### src/rtl/conv_seq_ctrl_pkg.sv
// Shared widths, limits and FSM encoding for the CONV sequencer.
// Optional abort input is enabled with CONV_SEQ_ABORT_EN (see conv_seq_ctrl.sv).
package conv_seq_ctrl_pkg;
   localparam int VREG_AW = 5;
   localparam int CNT_W   = 8;
   localparam int MAX_OUT = 4;
   localparam int STRD_W  = 3;
   localparam int OUT_W   = $clog2(MAX_OUT + 1);

   typedef logic [VREG_AW-1:0] vreg_addr_t;
   typedef logic [CNT_W-1:0]   win_cnt_t;
   typedef logic [STRD_W-1:0]  strd_t;
   typedef logic [OUT_W-1:0]   out_cnt_t;

   typedef enum logic [2:0] {
      CSQ_IDLE,
      CSQ_ISSUE,
      CSQ_PAUSE,
      CSQ_DRAIN,
      CSQ_DONE
   } csq_state_e;

   // A zero stride would never end a window, so it behaves as one cycle per window.
   function automatic strd_t norm_strd(input strd_t s);
      return (s == '0) ? strd_t'(1) : s;
   endfunction
endpackage

### src/rtl/conv_seq_ctrl_if.sv
// Command, PE and write-back signals of the CONV sequencer.
// The abort input exists only when CONV_SEQ_ABORT_EN is defined.
interface conv_seq_ctrl_if;
   import conv_seq_ctrl_pkg::*;

   logic       start;
   vreg_addr_t cfg_rA;
   vreg_addr_t cfg_rB;
   vreg_addr_t cfg_rD;
   win_cnt_t   cfg_win;
   strd_t      cfg_strd;
   logic       pe_out_en;
`ifdef CONV_SEQ_ABORT_EN
   logic       abort;
`endif
   logic       conv_en;
   strd_t      strd_cyc;
   vreg_addr_t va_addr;
   vreg_addr_t vb_addr;
   logic       wr_en;
   vreg_addr_t wr_addr;
   logic       busy;
   logic       done;
   logic       err;

   modport master (
      output start, cfg_rA, cfg_rB, cfg_rD, cfg_win, cfg_strd, pe_out_en,
`ifdef CONV_SEQ_ABORT_EN
      output abort,
`endif
      input  conv_en, strd_cyc, va_addr, vb_addr, wr_en, wr_addr, busy, done, err
   );

   modport slave (
      input  start, cfg_rA, cfg_rB, cfg_rD, cfg_win, cfg_strd, pe_out_en,
`ifdef CONV_SEQ_ABORT_EN
      input  abort,
`endif
      output conv_en, strd_cyc, va_addr, vb_addr, wr_en, wr_addr, busy, done, err
   );
endinterface

### src/rtl/conv_seq_ctrl_addr_gen.sv
// Vector-register address adders for the CONV sequencer; every sum wraps
// modulo 2^VREG_AW because results are truncated to the address width.
module conv_seq_ctrl_addr_gen
   import conv_seq_ctrl_pkg::*;
(
   input  vreg_addr_t va_base,
   input  vreg_addr_t rb_base,
   input  vreg_addr_t rd_base,
   input  strd_t      strd,
   input  strd_t      cyc,
   input  vreg_addr_t res_idx,
   output vreg_addr_t va_rd,
   output vreg_addr_t vb_rd,
   output vreg_addr_t va_base_nxt,
   output vreg_addr_t wr_addr
);
   assign va_rd       = va_base + vreg_addr_t'(cyc);
   assign vb_rd       = rb_base + vreg_addr_t'(cyc);
   assign va_base_nxt = va_base + vreg_addr_t'(strd);
   assign wr_addr     = rd_base + res_idx;
endmodule

### src/rtl/conv_seq_ctrl.sv
// CONV command sequencer: issues PE windows, bounds results in flight, stalls until write-back.
// Define CONV_SEQ_ABORT_EN to add the abort input that cuts issue short and drains.
module conv_seq_ctrl
   import conv_seq_ctrl_pkg::*;
(
   input  logic           clk,
   input  logic           reset,
   conv_seq_ctrl_if.slave bus
);
   csq_state_e state_q;
   vreg_addr_t va_base_q, rb_q, rd_q, va_q, vb_q;
   win_cnt_t   win_q, win_issued_q, res_idx_q;
   strd_t      strd_q, cyc_q;
   out_cnt_t   outstanding_q, out_nxt;
   logic       conv_en_q, busy_q, done_q, err_q;
   logic       abort_req, accept, issuing, win_end, last_win, wr;
   vreg_addr_t va_rd, vb_rd, va_base_nxt, wr_addr;

`ifdef CONV_SEQ_ABORT_EN
   assign abort_req = bus.abort;
`else
   assign abort_req = 1'b0;
`endif

   // busy_q still reads high in the cycle after DONE, so start is ignored there too.
   assign accept   = (state_q == CSQ_IDLE) && !busy_q && bus.start;
   assign wr       = bus.pe_out_en && (state_q != CSQ_IDLE) && (outstanding_q != '0);
   assign issuing  = (state_q == CSQ_ISSUE) && !abort_req;
   assign win_end  = issuing && (cyc_q == strd_q - strd_t'(1));
   assign last_win = (win_issued_q == win_q - win_cnt_t'(1));
   assign out_nxt  = outstanding_q + out_cnt_t'(win_end) - out_cnt_t'(wr);

   conv_seq_ctrl_addr_gen u_addr_gen (
      .va_base     (va_base_q),
      .rb_base     (rb_q),
      .rd_base     (rd_q),
      .strd        (strd_q),
      .cyc         (cyc_q),
      .res_idx     (vreg_addr_t'(res_idx_q)),
      .va_rd       (va_rd),
      .vb_rd       (vb_rd),
      .va_base_nxt (va_base_nxt),
      .wr_addr     (wr_addr)
   );

   // Outputs are registered from the current state, so they trail it by one cycle.
   // NOTE: sequential state uses <= so every register samples pre-edge values.
   always_ff @(posedge clk) begin
      if (reset) begin
         state_q       <= CSQ_IDLE;
         va_base_q     <= '0;
         rb_q          <= '0;
         rd_q          <= '0;
         va_q          <= '0;
         vb_q          <= '0;
         win_q         <= '0;
         win_issued_q  <= '0;
         res_idx_q     <= '0;
         strd_q        <= strd_t'(1);
         cyc_q         <= '0;
         outstanding_q <= '0;
         conv_en_q     <= 1'b0;
         busy_q        <= 1'b0;
         done_q        <= 1'b0;
         err_q         <= 1'b0;
      end else begin
         conv_en_q     <= 1'b0;
         done_q        <= (state_q == CSQ_DONE);
         busy_q        <= (state_q != CSQ_IDLE) || accept;
         outstanding_q <= out_nxt;
         if (wr) res_idx_q <= res_idx_q + win_cnt_t'(1);

         case (state_q)
            CSQ_IDLE: begin
               if (accept) begin
                  va_base_q    <= bus.cfg_rA;
                  rb_q         <= bus.cfg_rB;
                  rd_q         <= bus.cfg_rD;
                  win_q        <= bus.cfg_win;
                  strd_q       <= norm_strd(bus.cfg_strd);
                  cyc_q        <= '0;
                  win_issued_q <= '0;
                  res_idx_q    <= '0;
                  err_q        <= 1'b0;
                  state_q      <= (bus.cfg_win == '0) ? CSQ_DONE : CSQ_ISSUE;
               end
            end
            CSQ_ISSUE: begin
               if (abort_req) begin
                  // The partially issued window is dropped and never counted.
                  cyc_q   <= '0;
                  state_q <= CSQ_DRAIN;
               end else begin
                  conv_en_q <= 1'b1;
                  va_q      <= va_rd;
                  vb_q      <= vb_rd;
                  if (win_end) begin
                     cyc_q        <= '0;
                     win_issued_q <= win_issued_q + win_cnt_t'(1);
                     va_base_q    <= va_base_nxt;
                     if (last_win)                              state_q <= CSQ_DRAIN;
                     else if (out_nxt >= out_cnt_t'(MAX_OUT))   state_q <= CSQ_PAUSE;
                  end else begin
                     cyc_q <= cyc_q + strd_t'(1);
                  end
               end
            end
            CSQ_PAUSE: begin
               if (abort_req)                         state_q <= CSQ_DRAIN;
               else if (out_nxt < out_cnt_t'(MAX_OUT)) state_q <= CSQ_ISSUE;
            end
            CSQ_DRAIN: begin
               if (outstanding_q == '0) state_q <= CSQ_DONE;
            end
            CSQ_DONE: state_q <= CSQ_IDLE;
            default:  state_q <= CSQ_IDLE;
         endcase

         // A result with nothing outstanding is a protocol error; set wins over the start clear.
         if (bus.pe_out_en && !wr) err_q <= 1'b1;
      end
   end

   assign bus.conv_en  = conv_en_q;
   assign bus.strd_cyc = strd_q;
   assign bus.va_addr  = va_q;
   assign bus.vb_addr  = vb_q;
   assign bus.wr_en    = wr;
   assign bus.wr_addr  = wr_addr;
   assign bus.busy     = busy_q;
   assign bus.done     = done_q;
   assign bus.err      = err_q;
endmodule

### src/flat_wrapper.sv
// flat-port wrapper written by rule: the top's interface ports become plain ports
module conv_seq_ctrl_flat import conv_seq_ctrl_pkg::*;
  (clk, reset, bus_start, bus_cfg_rA, bus_cfg_rB, bus_cfg_rD, bus_cfg_win, bus_cfg_strd, bus_pe_out_en, bus_conv_en, bus_strd_cyc, bus_va_addr, bus_vb_addr, bus_wr_en, bus_wr_addr, bus_busy, bus_done, bus_err);
  conv_seq_ctrl_if bus_i ();
  input  logic clk;
  input  logic reset;
  input wire logic [$bits(bus_i.start)-1:0] bus_start;
  input wire logic [$bits(bus_i.cfg_rA)-1:0] bus_cfg_rA;
  input wire logic [$bits(bus_i.cfg_rB)-1:0] bus_cfg_rB;
  input wire logic [$bits(bus_i.cfg_rD)-1:0] bus_cfg_rD;
  input wire logic [$bits(bus_i.cfg_win)-1:0] bus_cfg_win;
  input wire logic [$bits(bus_i.cfg_strd)-1:0] bus_cfg_strd;
  input wire logic [$bits(bus_i.pe_out_en)-1:0] bus_pe_out_en;
  output wire logic [$bits(bus_i.conv_en)-1:0] bus_conv_en;
  output wire logic [$bits(bus_i.strd_cyc)-1:0] bus_strd_cyc;
  output wire logic [$bits(bus_i.va_addr)-1:0] bus_va_addr;
  output wire logic [$bits(bus_i.vb_addr)-1:0] bus_vb_addr;
  output wire logic [$bits(bus_i.wr_en)-1:0] bus_wr_en;
  output wire logic [$bits(bus_i.wr_addr)-1:0] bus_wr_addr;
  output wire logic [$bits(bus_i.busy)-1:0] bus_busy;
  output wire logic [$bits(bus_i.done)-1:0] bus_done;
  output wire logic [$bits(bus_i.err)-1:0] bus_err;
  assign bus_i.start = bus_start;
  assign bus_i.cfg_rA = bus_cfg_rA;
  assign bus_i.cfg_rB = bus_cfg_rB;
  assign bus_i.cfg_rD = bus_cfg_rD;
  assign bus_i.cfg_win = bus_cfg_win;
  assign bus_i.cfg_strd = bus_cfg_strd;
  assign bus_i.pe_out_en = bus_pe_out_en;
  assign bus_conv_en = bus_i.conv_en;
  assign bus_strd_cyc = bus_i.strd_cyc;
  assign bus_va_addr = bus_i.va_addr;
  assign bus_vb_addr = bus_i.vb_addr;
  assign bus_wr_en = bus_i.wr_en;
  assign bus_wr_addr = bus_i.wr_addr;
  assign bus_busy = bus_i.busy;
  assign bus_done = bus_i.done;
  assign bus_err = bus_i.err;
  conv_seq_ctrl u_core (.clk(clk), .reset(reset), .bus(bus_i));
endmodule
### config.mk
export PLATFORM = sky130hd
export DESIGN_NAME = conv_seq_ctrl_flat
export DESIGN_NICKNAME = d
export VERILOG_FILES = /design/src/rtl/conv_seq_ctrl_pkg.sv /design/src/rtl/conv_seq_ctrl_if.sv /design/src/rtl/conv_seq_ctrl_addr_gen.sv /design/src/rtl/conv_seq_ctrl.sv /design/src/flat_wrapper.sv
export SDC_FILE = /design/constraint.sdc
export NUM_CORES = 1
export LEC_CHECK = 0
export ABC_CLOCK_PERIOD_IN_PS = 4700
export BUFFER_PORTS_ARGS = -buffer_cell sky130_fd_sc_hd__buf_4
export CORE_MARGIN = 5
export CORE_UTILIZATION = 35
export DETAILED_ROUTE_END_ITERATION = 16
export PLACE_DENSITY = 0.61
export REMOVE_ABC_BUFFERS = 1
export SLEW_MARGIN = 5
export SYNTH_ARGS = -nofsm -noshare
export SYNTH_HDL_FRONTEND = slang
export SYNTH_SLANG_ARGS = --single-unit
### constraint.sdc
create_clock -name clk -period 4.7 [get_ports clk]
set_input_delay 0.235 -clock clk [delete_from_list [all_inputs] [get_ports clk]]
set_output_delay 0.235 -clock clk [all_outputs]
set_load 0.005 [all_outputs]
Word-level counts from Yosys, hierarchy flattened
Cells that the tools add are included.
Widths: inputs -> output; s select.
{"block": "totals", "inputBits": 30, "out_inout_bits": 23, "reg_bits": 65, "word_cells": 88}
{"block": "classes", "reduce_logical": 23, "n_lt_le_gt_ge": 2, "eq_ne": 11, "n_mux": 25, "addsub": 11}
{"operator": "$mux 8", "count": 5}
{"operator": "$mux 3", "count": 10}
{"operator": "$add 8x1->8 const B", "count": 2}
{"operator": "$pmux 8 s2", "count": 1}
{"operator": "$add 5x3->5", "count": 3}
{"operator": "$pmux 3 s4", "count": 1}
{"operator": "$mux 5", "count": 2}
{"operator": "$pmux 5 s2", "count": 1}
{"operator": "$logic_not 3->1", "count": 3}
{"operator": "$eq 8x8->1", "count": 1}
{"operator": "$logic_not 8->1", "count": 1}
{"operator": "$sub 8x1->8 const B", "count": 1}
{"operator": "$eq 3x2->1 const B", "count": 2}
{"operator": "$logic_and 1x1->1", "count": 6}
{"operator": "$ne 2x1->1 const B", "count": 3}
{"operator": "$pmux 3 s2", "count": 1}
{"operator": "$reduce_and 2->1", "count": 3}
{"operator": "$reduce_bool 2->1", "count": 3}
{"operator": "$reduce_bool 3->1", "count": 2}
{"operator": "$add 5x5->5", "count": 1}
{"operator": "$reduce_and 5->1", "count": 1}
{"operator": "$mux 1", "count": 4}
{"operator": "$add 3x1->3", "count": 1}
{"operator": "$add 3x1->3 const B", "count": 1}
{"operator": "other kinds (12)", "count": 13}

Longest topological paths before layout
Gate-level depths: netlist of the first run.
{"block": "logic_depth", "depth_word": 10, "ltp_mapped": 15, "depth_no_buf": 14}

Modules after synthesis
From an unflattened synthesis of the first run, not the netlist that was laid out.
{"block": "hier_totals", "cells_unflattened": 406, "hier_area_um2": 3414.5}
{"module": "conv_seq_ctrl", "instances": 1, "cells_per_inst": 352, "area_per_inst_um2": 2906.5}
{"module": "conv_seq_ctrl_addr_gen", "instances": 1, "cells_per_inst": 54, "area_per_inst_um2": 508.0}

Worst setup path after synthesis of the first run
No wires, ideal clock.
{"block": "synth_timing", "path_kind": "flip-flop to flip-flop", "from": "reg u_core.state_q[0]", "to": "reg u_core.state_q[0]", "setup_time_ps": 66, "period_less_slack_ps": 3207, "arrival_ps": 3141, "stages_incl_launch_ff": 16, "path_slack_ps": 1493, "cell_sequence": "dfxtp_1 -> clkbuf_1 -> or3_1 -> nand2_1 -> nor2_1 -> ha_1 -> inv_1 -> ha_1 -> inv_1 -> fa_1 -> xnor2_1 -> xnor2_1 -> nand2_1 -> o21a_1 -> or3b_2 -> a21oi_2"}
{"block": "synth_via", "elab_chain_len": 7, "elab_cells_between_ends": 21, "classes_between": "add/sub: 2; order compare: 2; eq/ne: 8; mux: 1; reduce/logical: 8"}
{"item": "start: declaration", "line": "conv_seq_ctrl.sv:10", "source": "csq_state_e state_q;"}
{"item": "start signal: assignment", "line": "conv_seq_ctrl.sv:85", "source": "state_q <= (bus.cfg_win == '0) ? CSQ_DONE : CSQ_ISSUE;"}
{"item": "$reduce_bool 3->1 *", "line": "conv_seq_ctrl.sv:27", "source": "assign wr = bus.pe_out_en && (state_q != CSQ_IDLE) && (outstanding_q != '0);"}
{"item": "$logic_and 1x1->1 * (2 in a row)", "line": "conv_seq_ctrl.sv:27"}
{"item": "named net bus_wr_en", "line": "flat_wrapper.sv:18", "source": "output wire logic [$bits(bus_i.wr_en)-1:0] bus_wr_en;"}
{"item": "$sub 3x1->3 *", "line": "conv_seq_ctrl.sv:31", "source": "assign out_nxt = outstanding_q + out_cnt_t'(win_end) - out_cnt_t'(wr);"}
{"item": "$ge 3x3->1 / $lt 3x3->1 (equally long branches)", "line": "conv_seq_ctrl.sv:102, conv_seq_ctrl.sv:110"}
{"item": "$ne 3x3->1 (no source line) / $ne 2x1->1 (equally long branches)"}
{"item": "$reduce_and 5->1 (no source line) *"}
Mark *: on every way through the listed nets, which the timed path passes. The rest lies on a longest branch.
A chain may end at the register's enable or synchronous reset.

Final worst setup path of the first run
{"block": "layout_timing", "from": "reg u_core.state_q[0]", "to": "reg u_core.state_q[0]"}
{"block": "layout_via", "elab_chain_len": 7, "elab_cells_between_ends": 21, "classes_between": "add/sub: 2; order compare: 2; eq/ne: 8; mux: 1; reduce/logical: 8"}
{"item": "$eq 3x1->1 / $reduce_bool 3->1 (equally long branches)", "line": "conv_seq_ctrl.sv:28, conv_seq_ctrl.sv:73, conv_seq_ctrl.sv:27"}
{"item": "$logic_and 1x1->1 (on tied branches)", "line": "conv_seq_ctrl.sv:29, conv_seq_ctrl.sv:27"}
{"item": "$add 3x1->3 / $logic_and 1x1->1 (equally long branches)", "line": "conv_seq_ctrl.sv:31, conv_seq_ctrl.sv:27"}
{"item": "$sub 3x1->3", "line": "conv_seq_ctrl.sv:31"}
{"item": "$ge 3x3->1 / $lt 3x3->1 (equally long branches)", "line": "conv_seq_ctrl.sv:102, conv_seq_ctrl.sv:110"}
{"item": "$ne 3x3->1 (no source line) / $ne 2x1->1 (equally long branches)"}
{"item": "$reduce_and 5->1 (no source line)"}
Several ways; a longest one is shown, not always the timed one.

==> summary.txt, run 1 <==
Status
  – Outcome: finished, final reports clean

STA
  – Final setup TNS: 0 ns
  – Tcrit/Tclk final: 0.774
  – Setup ws final: 1.06 ns
  – Relative slew slack: 0.368
  – Clk_skew: 0.00583 ns
  – RSZ-0062 raised after global routing: false
  – F_max: 275 MHz
  – Hold Fails Final Rpt: 0
  – Min Tclk post-route: 3.64 ns
  – Actual slew at the worst max-slew pin: 0.945 ns
  – Hold WS: 0.141 ns
  – Final setup viols: 0
  – Final Max Tran Viols: 0

Global route
  – Largest net degree at the start of global routing: 51
  – Initial antenna violation count: 0
  – Most Used Layer, Global Route: met2
  – GR Util met1: 0.153
  – Met2 Track Usage GR: 0.240
  – GRT Util Overall: 0.136
  – First-pass GRT wire length: 12.3 mm
  – Grt ovf: 0
  – Routing usage on met3: 0.0427
  – Vias in the first global route: 2723

Setup path
  – R2R setup slack: 1.06 ns
  – Worst reg-to-reg path cell count: 14
  – Startpoint types: flop
  – Worst Path Required: 4.97 ns
  – FF-to-FF Start: u_core.state_q[0]
  – Kind of critical path: reg2reg
  – Worst setup EP type: flop
  – Max FO, Critical Path: 16
  – RR Endpoint: u_core.state_q[0]
  – Crit path DAT: 3.91 ns

Power and ir drop
  – Static Leakage: 1.68 nW
  – VDD IR-drop max: 0.000246 V
  – Pwr/cell area: 478 mW/mm²

Logic synthesis
  – Primary FF master, synth: dfxtp_1
  – Cell area after synthesis: 0.00328 mm²
  – Async S/R FF share, synth: 0
  – Seq/Total Area, Yosys: 0.378
  – Synth top area share: 0.378
  – Number of synthesized flops with an enable pin: 0
  – Post-synth top area cell: dfxtp_1
  – Yosys warning count: 0
  – Netlist cell types: 50
  – Mean post-synth cell area: 8.41 µm²
  – Top post-synthesis cells by area: dfxtp_1 (38%), ha_1 (7.6%), nand2_1 (7.6%)
  – Seq cells post-synth: 62
  – Cells after Synth: 390

Routing
  – WL final: 7.48 mm
  – Final antenna-violating net count: 0
  – DRT Pass-1 Iters: 4
  – DRC: 0
  – Vias/cell: 5.02
  – Drt initial violations: 80
  – Via Count: 2758
  – Wire per inst: 13.6 µm

CTS
  – CTS tree: done
  – Clock Latency Late Sink: 0.34 ns
  – Clk slew on worst S/H paths: 0.06 ns
  – Clock root cell: clkbuf_8
  – H-Tree Depth: 3
  – Max Root-Sink Buffers: 2
  – PostCTS Resize Cnt: 0
  – TritonCTS buffer count: 9
  – Clock sinks: 62
  – Setup Fix Bufs, Post-CTS: 0
  – Cts hold-fix bufs: 0

Floorplan
  – Die height: 107 µm
  – DIE WIDTH: 107 µm
  – Total die area: 0.0114 mm²
  – # IOs: 53
  – Core Area: 0.00920 mm²
  – Initial Utilization: 0.357
  – Num rows: 35

Finish
  – Layout area overhead: 19.2%
  – Share of layout cells above drive strength 1: 0.174
  – Nets: 491
  – Storage element area: 0.00124 mm²
  – Design Area, Final: 0.00391 mm²
  – Diodes inserted: 0
  – Final Core Density: 0.425
  – Multi-input logic area: 0.00190 mm²
  – FILL cells: 923

Place
  – Placed Area: 0.00375 mm²
  – # port buffers: 52
  – HPWL Detailed: 5.38 mm
  – Pre-CTS WS: 1.09 ns
  – RePlAce Congestion: 0.857

Worst hold path
  – Hold_sp: bus_cfg_rD[0]
  – Worst min-delay path class: in2reg
  – Hold EP: u_core.rd_q[0]
  – Hold depth: 3

Flow run
  – Max Cap Viol: 0
layer usage:
| metal | share of wire | wire [µm] | vias up |
|---|---|---|---|
| met1 | 0.45 | 3370 | 1293 |
| met3 | 0.049 | 364 | 9 |
| li1 | - | - | 1412 |
| met5 | 0 | 0 | - |
| met4 | 0.015 | 109 | 0 |
| met2 | 0.49 | 3630 | 44 |
metrics by stage:
step           total power, W  instances
6_report              0.00187        549
5_1_grt               0.00202        549
4_1_cts               0.00190        549
3_5_place_dp          0.00149        536
3_3_place_gp          0.00147        536
2_1_floorplan         0.00123        372
sequential cells by signal, indices dropped and copies added (netlist names), 5 cells and up:
register,cells
u_core.rb_q,5
u_core.bus.va_addr,5
u_core.va_base_q,5
u_core.res_idx_q,5
u_core.win_issued_q,8
u_core.rd_q,5
u_core.bus.vb_addr,5
u_core.win_q,8
cells by family (layout without fill, tap and decap cells):
group | count (synthesis) | after routing | synth area share
AO/OA/AOI/OAI | 80 | 80 | 0.162
flip-flops | 62 | 62 | 0.378
XOR/XNOR | 33 | 33 | 0.0923
buffers and inverters | 38 | 86 | 0.0435
AND/OR/NAND/NOR | 151 | 151 | 0.214
adder cells (fa/ha/maj) | 25 | 25 | 0.107
multiplexers | 1 | 1 | 0.00305
how the worst max path moves through the flow:
stage | startpoint | end
5_1_grt | u_core.state_q[0] | u_core.state_q[0]
6_report | u_core.state_q[0] | u_core.state_q[0]
2_1_floorplan | u_core.state_q[0] | u_core.state_q[0]
3_5_place_dp | u_core.state_q[0] | u_core.state_q[0]
4_1_cts | u_core.state_q[0] | u_core.state_q[0]
3_3_place_gp | u_core.state_q[0] | u_core.state_q[0]
report_power, final:
| group | switching (W) | total (W) | leakage [nW] | internal [W] |
|---|---|---|---|---|
| sequential | 0.000112 | 0.000741 | 0.506 | 0.000629 |
| clock | 0.000192 | 0.000401 | 0.0869 | 0.000209 |
| combinational | 0.000409 | 0.000729 | 1.09 | 0.000320 |
worst max-delay path: stages (launching register included):
cell	delay (ns)
dfxtp_1	0.62
or3_1	0.20
nand2_1	0.05
nor2_1	0.39
ha_1	0.32
inv_1	0.05
ha_1	0.13
inv_1	0.05
fa_1	0.37
xnor2_1	0.15
xnor2_1	0.32
nand2_1	0.12
o21a_1	0.21
or3b_2	0.46
a21oi_2	0.13
final cells by class:
class,count,area share
multi-input combinational,290,0.485
sequential,62,0.317
timing repair buffer,53,0.102
clock buffer,11,0.0387
tap,111,0.0355
inverter,20,0.0192
clock inverter,2,0.00256
placed cells by master (no fill, tap or decap), types with 2 or more instances in the layout:
cell type and count:
fa_1 5, a211oi_1 6, ha_1 20, xnor2_1 13, o21ai_0 9, nor2b_1 10
dfxtp_1 62, inv_1 20, nor3_1 7, buf_4 53, clkbuf_8 11, clkinv_2 2
nand2b_1 2, nand4_1 6, nand3b_1 2, nand3_1 5, a21oi_2 2, nand2_1 66
o211ai_1 3, xor2_1 19, a21o_1 6, a22oi_1 2, a21boi_0 2, o31ai_1 2
nor2_1 40, and3_1 3, a21oi_1 36
synth_stat cells, drive strengths merged, types with 8 or more instances:
library cell and n:
a21oi 38, xnor2 13, clkbuf 17, nor3 8, nor2 40, nor2b 10
dfxtp 62, xor2 19, o21ai 9, nand2 66, inv 20, ha 20
Note: power is estimated with default switching activity, not from simulation.
==> run 2: changes to the inputs <==
--- a/config.mk
+++ b/config.mk
@@ -5,12 +5,13 @@
 export SDC_FILE = /design/constraint.sdc
 export NUM_CORES = 1
 export LEC_CHECK = 0
-export ABC_CLOCK_PERIOD_IN_PS = 4700
+export ABC_AREA = 1
+export ABC_CLOCK_PERIOD_IN_PS = 2900
 export BUFFER_PORTS_ARGS = -buffer_cell sky130_fd_sc_hd__buf_4
 export CORE_MARGIN = 5
 export CORE_UTILIZATION = 35
 export DETAILED_ROUTE_END_ITERATION = 16
-export PLACE_DENSITY = 0.61
+export PLACE_DENSITY = 0.62
 export REMOVE_ABC_BUFFERS = 1
 export SLEW_MARGIN = 5
 export SYNTH_ARGS = -nofsm -noshare
==> constraint.sdc (replaced) <==
create_clock -name clk -period 2.9 [get_ports clk]
set_input_delay 0.145 -clock clk [delete_from_list [all_inputs] [get_ports clk]]
set_output_delay 0.145 -clock clk [all_outputs]
set_load 0.005 [all_outputs]
==> run 2 against run 1 <==
  * Power up 110%
  * Die area grew 6.7%
  * Via count grew 15%
  * Non-clock buffer count is 3 higher
  * Synthesized area up 7.4%
  * Clock power rose by 110%
  * First-iteration DRC count increased by 99%
  * Maximum frequency is 36% higher
  * Combinational power up 140%
  * Setup slack worse by 0.83 ns
  * Sequential share of layout area down 2.4 points
  * Design area rose by 8.7%
  * Critical path type unchanged
==> summary.txt, run 2 <==
Routing
  – DRT Pass-1 Iters: 4 (unchanged)
  – Via Count: 3166 (+15%)
  – Wire per inst: 12.6 µm (-7.5%)
  – DRC: 0 (unchanged)
  – Drt initial violations: 159 (+99%)
  – WL final: 8.44 mm (+13%)
  – Vias/cell: 4.73 (-5.9%)
  – Final antenna-violating net count: 0 (unchanged)

STA
  – Actual slew at the worst max-slew pin: 0.479 ns (-0.466 ns)
  – Final Max Tran Viols: 0 (unchanged)
  – Final setup viols: 0 (unchanged)
  – Final setup TNS: 0 ns (unchanged)
  – F_max: 375 MHz (+36%)
  – Tcrit/Tclk final: 0.920 (+0.146)
  – Min Tclk post-route: 2.67 ns (-0.969 ns)
  – Hold WS: 0.0444 ns (-0.0964 ns)
  – Hold Fails Final Rpt: 0 (unchanged)
  – Relative slew slack: 0.680 (+0.312)
  – Clk_skew: 0.00657 ns (+0.000735 ns)

Floorplan
  – DIE WIDTH: 110 µm (+3.3%)
  – Initial Utilization: 0.360 (+0.00362)
  – # IOs: 53 (unchanged)
  – Die height: 110 µm (+3.3%)
  – Total die area: 0.0122 mm² (+6.7%)
  – Num rows: 36 (+2.9%)
  – Core Area: 0.00977 mm² (+6.3%)

Global route
  – Initial antenna violation count: 0 (unchanged)
  – First-pass GRT wire length: 14.4 mm (+17%)
  – Vias in the first global route: 3126 (+15%)
  – Grt ovf: 0 (unchanged)
  – Largest net degree at the start of global routing: 29 (-43%)
  – GRT Util Overall: 0.151 (+0.0156)

Logic synthesis
  – Most common cell in the netlist: nand2_1
  – Seq/Total Area, Yosys: 0.353 (-0.0260)
  – Synth Area in Compound Gates: 0.149 (-0.0129)
  – Simple-gate area share of the yosys netlist: 0.251 (+0.0368)
  – Seq cells post-synth: 62 (unchanged)
  – Number of synthesized flops with an enable pin: 0 (unchanged)
  – Netlist cell types: 39 (-22%)
  – Yosys warning count: 0 (unchanged)
  – Primary FF master, synth: dfxtp_1
  – Post-Synth XOR/XNOR Area: 0.0547 (-0.0376)
  – Cell area after synthesis: 0.00352 mm² (+7.4%)
  – Post-synth top cells: nand2_1 (82), nor2_1 (68), dfxtp_1 (62)
  – Mean post-synth cell area: 7.32 µm² (-13%)
  – Combinational family with the most area after synthesis: simple AND/OR/NAND/NOR gates
  – Post-Synth Adder-Cell Area: 0.0995 (-0.00733)
  – Cells after Synth: 481 (+23%)
  – Synth top area share: 0.353 (-0.0260)
  – Top post-synthesis cells by area: dfxtp_1 (35%), nand2_1 (8.7%), nor2_1 (7.2%)
  – Async S/R FF share, synth: 0 (unchanged)
  – Post-synthesis mux area share: 0 (-0.00305)
  – Post-synth top area cell: dfxtp_1

Place
  – RePlAce Congestion: 0.819 (-4.5%)
  – # port buffers: 52 (unchanged)
  – HPWL Detailed: 6.26 mm (+16%)
  – Placed Area: 0.00402 mm² (+7.1%)

Setup path
  – Worst Path Required: 3.14 ns (-1.83 ns)
  – Slowest CP cell: dfxtp_1
  – Worst setup EP type: flop
  – Kind of critical path: reg2reg
  – Critical-path cell list: nor2_2 > nand2_4 > nand3_4 > inv_2 > ha_1 > inv_1 > ha_1 > inv_1 > fa_2 > xor2_1 > xor2_1 > nand2_1 > nand2_1 > nor2_1 > nand2_2 > nor2_1 > nor2_1
  – Crit path DAT: 2.91 ns (-1.00 ns)
  – Max FO, Critical Path: 5 (-11)
  – Startpoint types: flop
  – CP dominant cell by count: nor2_1
  – CP peak stage delay: 0.37 ns (-0.25 ns)

CTS
  – Clock root cell: clkbuf_8
  – Clock sinks: 62 (unchanged)
  – TritonCTS buffer count: 9 (unchanged)
  – Clk slew on worst S/H paths: 0.08 ns (+0.02 ns)
  – CTS tree: done
  – Clock Latency Late Sink: 0.35 ns (about the same)
  – H-Tree Depth: 3 (unchanged)
  – Max Root-Sink Buffers: 2 (unchanged)
  – Cts hold-fix bufs: 0 (unchanged)

Power and ir drop
  – VDD IR-drop max: 0.000399 V (+62%)
  – Total power: 0.00391 W (+110%)
  – Static Leakage: 1.96 nW (+17%)
  – Pwr/cell area: 920 mW/mm² (+92%)

Finish
  – Nets: 587 (+20%)
  – Commonest non-fill, non-tap cell in the layout: nand2_1
  – Most frequent cells in the layout: nand2_1 (82), nor2_1 (68), dfxtp_1 (60)
  – Diodes inserted: 0 (unchanged)
  – Top Registers: u_core.win_issued_q x8, u_core.win_q x8
  – Share of layout cells above drive strength 1: 0.192 (+0.0183)
  – FILL cells: 1012 (+9.6%)
  – Design Area, Final: 0.00425 mm² (+8.7%)
  – Layout area overhead: 20.8%

Worst hold path
  – Worst min-delay path class: in2reg

Flow run
  – Max Cap Viol: 0 (unchanged)

Status
  – Outcome: finished, final reports clean
==> run 2: cell types whose count changed after synthesis, moves of 12 or more <==
cell,change
nand2_1,+16
nor2_1,+28
nand3_1,+12
o21ai_0,+34
inv_1,+36
==> run 2: cell families after synthesis <==
kind of cell,count (synthesis)
compound gates,96
xor+xnor,22
fa+ha+maj,25
buf+inv,81
flops,62
simple gates,195
==> run 2: critical path, delay by kind of cell, from the launching register on <==
kind | cells | cell delay, ns
AND/OR/NAND/NOR | 9 | 0.90
adder cells (fa/ha/maj) | 3 | 0.75
flip-flops | 1 | 0.37
XOR/XNOR | 2 | 0.35
buffers and inverters | 3 | 0.18
==> run 2: area by class of cell <==
cell class	instances	area (µm²)	area share
inverter	65	244	0.0574
sequential	62	1250	0.293
timing repair buffer	56	420	0.0989
tap	133	166	0.0391
multi-input combinational	338	1950	0.459
clock buffer	9	124	0.0291
clock inverter	7	97.6	0.0230
==> run 2: power by group <==
part           internal, W  switching (W)  leakage [nW]  total, W
clock network     0.000486       0.000374         0.106  0.000861
registers          0.00108       0.000196         0.508   0.00128
logic             0.000696        0.00108          1.35   0.00177
total              0.00226        0.00165          1.96   0.00391
==> run 2: per-stage QoR <==
step           cells  setup slack [ns]   util
2_1_floorplan    465             0.215      -
3_3_place_gp     653             0.237  0.411
3_5_place_dp     653             0.160  0.411
4_1_cts          669             0.115  0.433
5_1_grt          670          -0.00252  0.435
6_report         670             0.231  0.435
==> run 2: timing repair <==
item / CTS / global route
setup endpoints to repair: 0 / 3
setup buffers: 0 / 1
resized for setup: 0 / 5
==> run 2: worst paths after layout <==
kind	startpoint	to	slack, ns	depth (start not counted)
worst max-delay path	u_core.state_q[2]	u_core.state_q[0]	0.23	17
worst min-delay path	bus_cfg_rB[3]	u_core.rb_q[3]	0.04	3
worst max register to register	u_core.state_q[2]	u_core.state_q[0]	0.23	17
worst min register to register	u_core.bus.err	u_core.bus.err	0.49	1
==> run 2: routing by layer <==
metal / vias up / track usage / wire length (µm)
met5: - / 0 / 0
met4: 0 / 0.0387 / 95
met3: 8 / 0.0361 / 470
met2: 70 / 0.257 / 4100
met1: 1428 / 0.192 / 3780
li1: 1660 / - / -
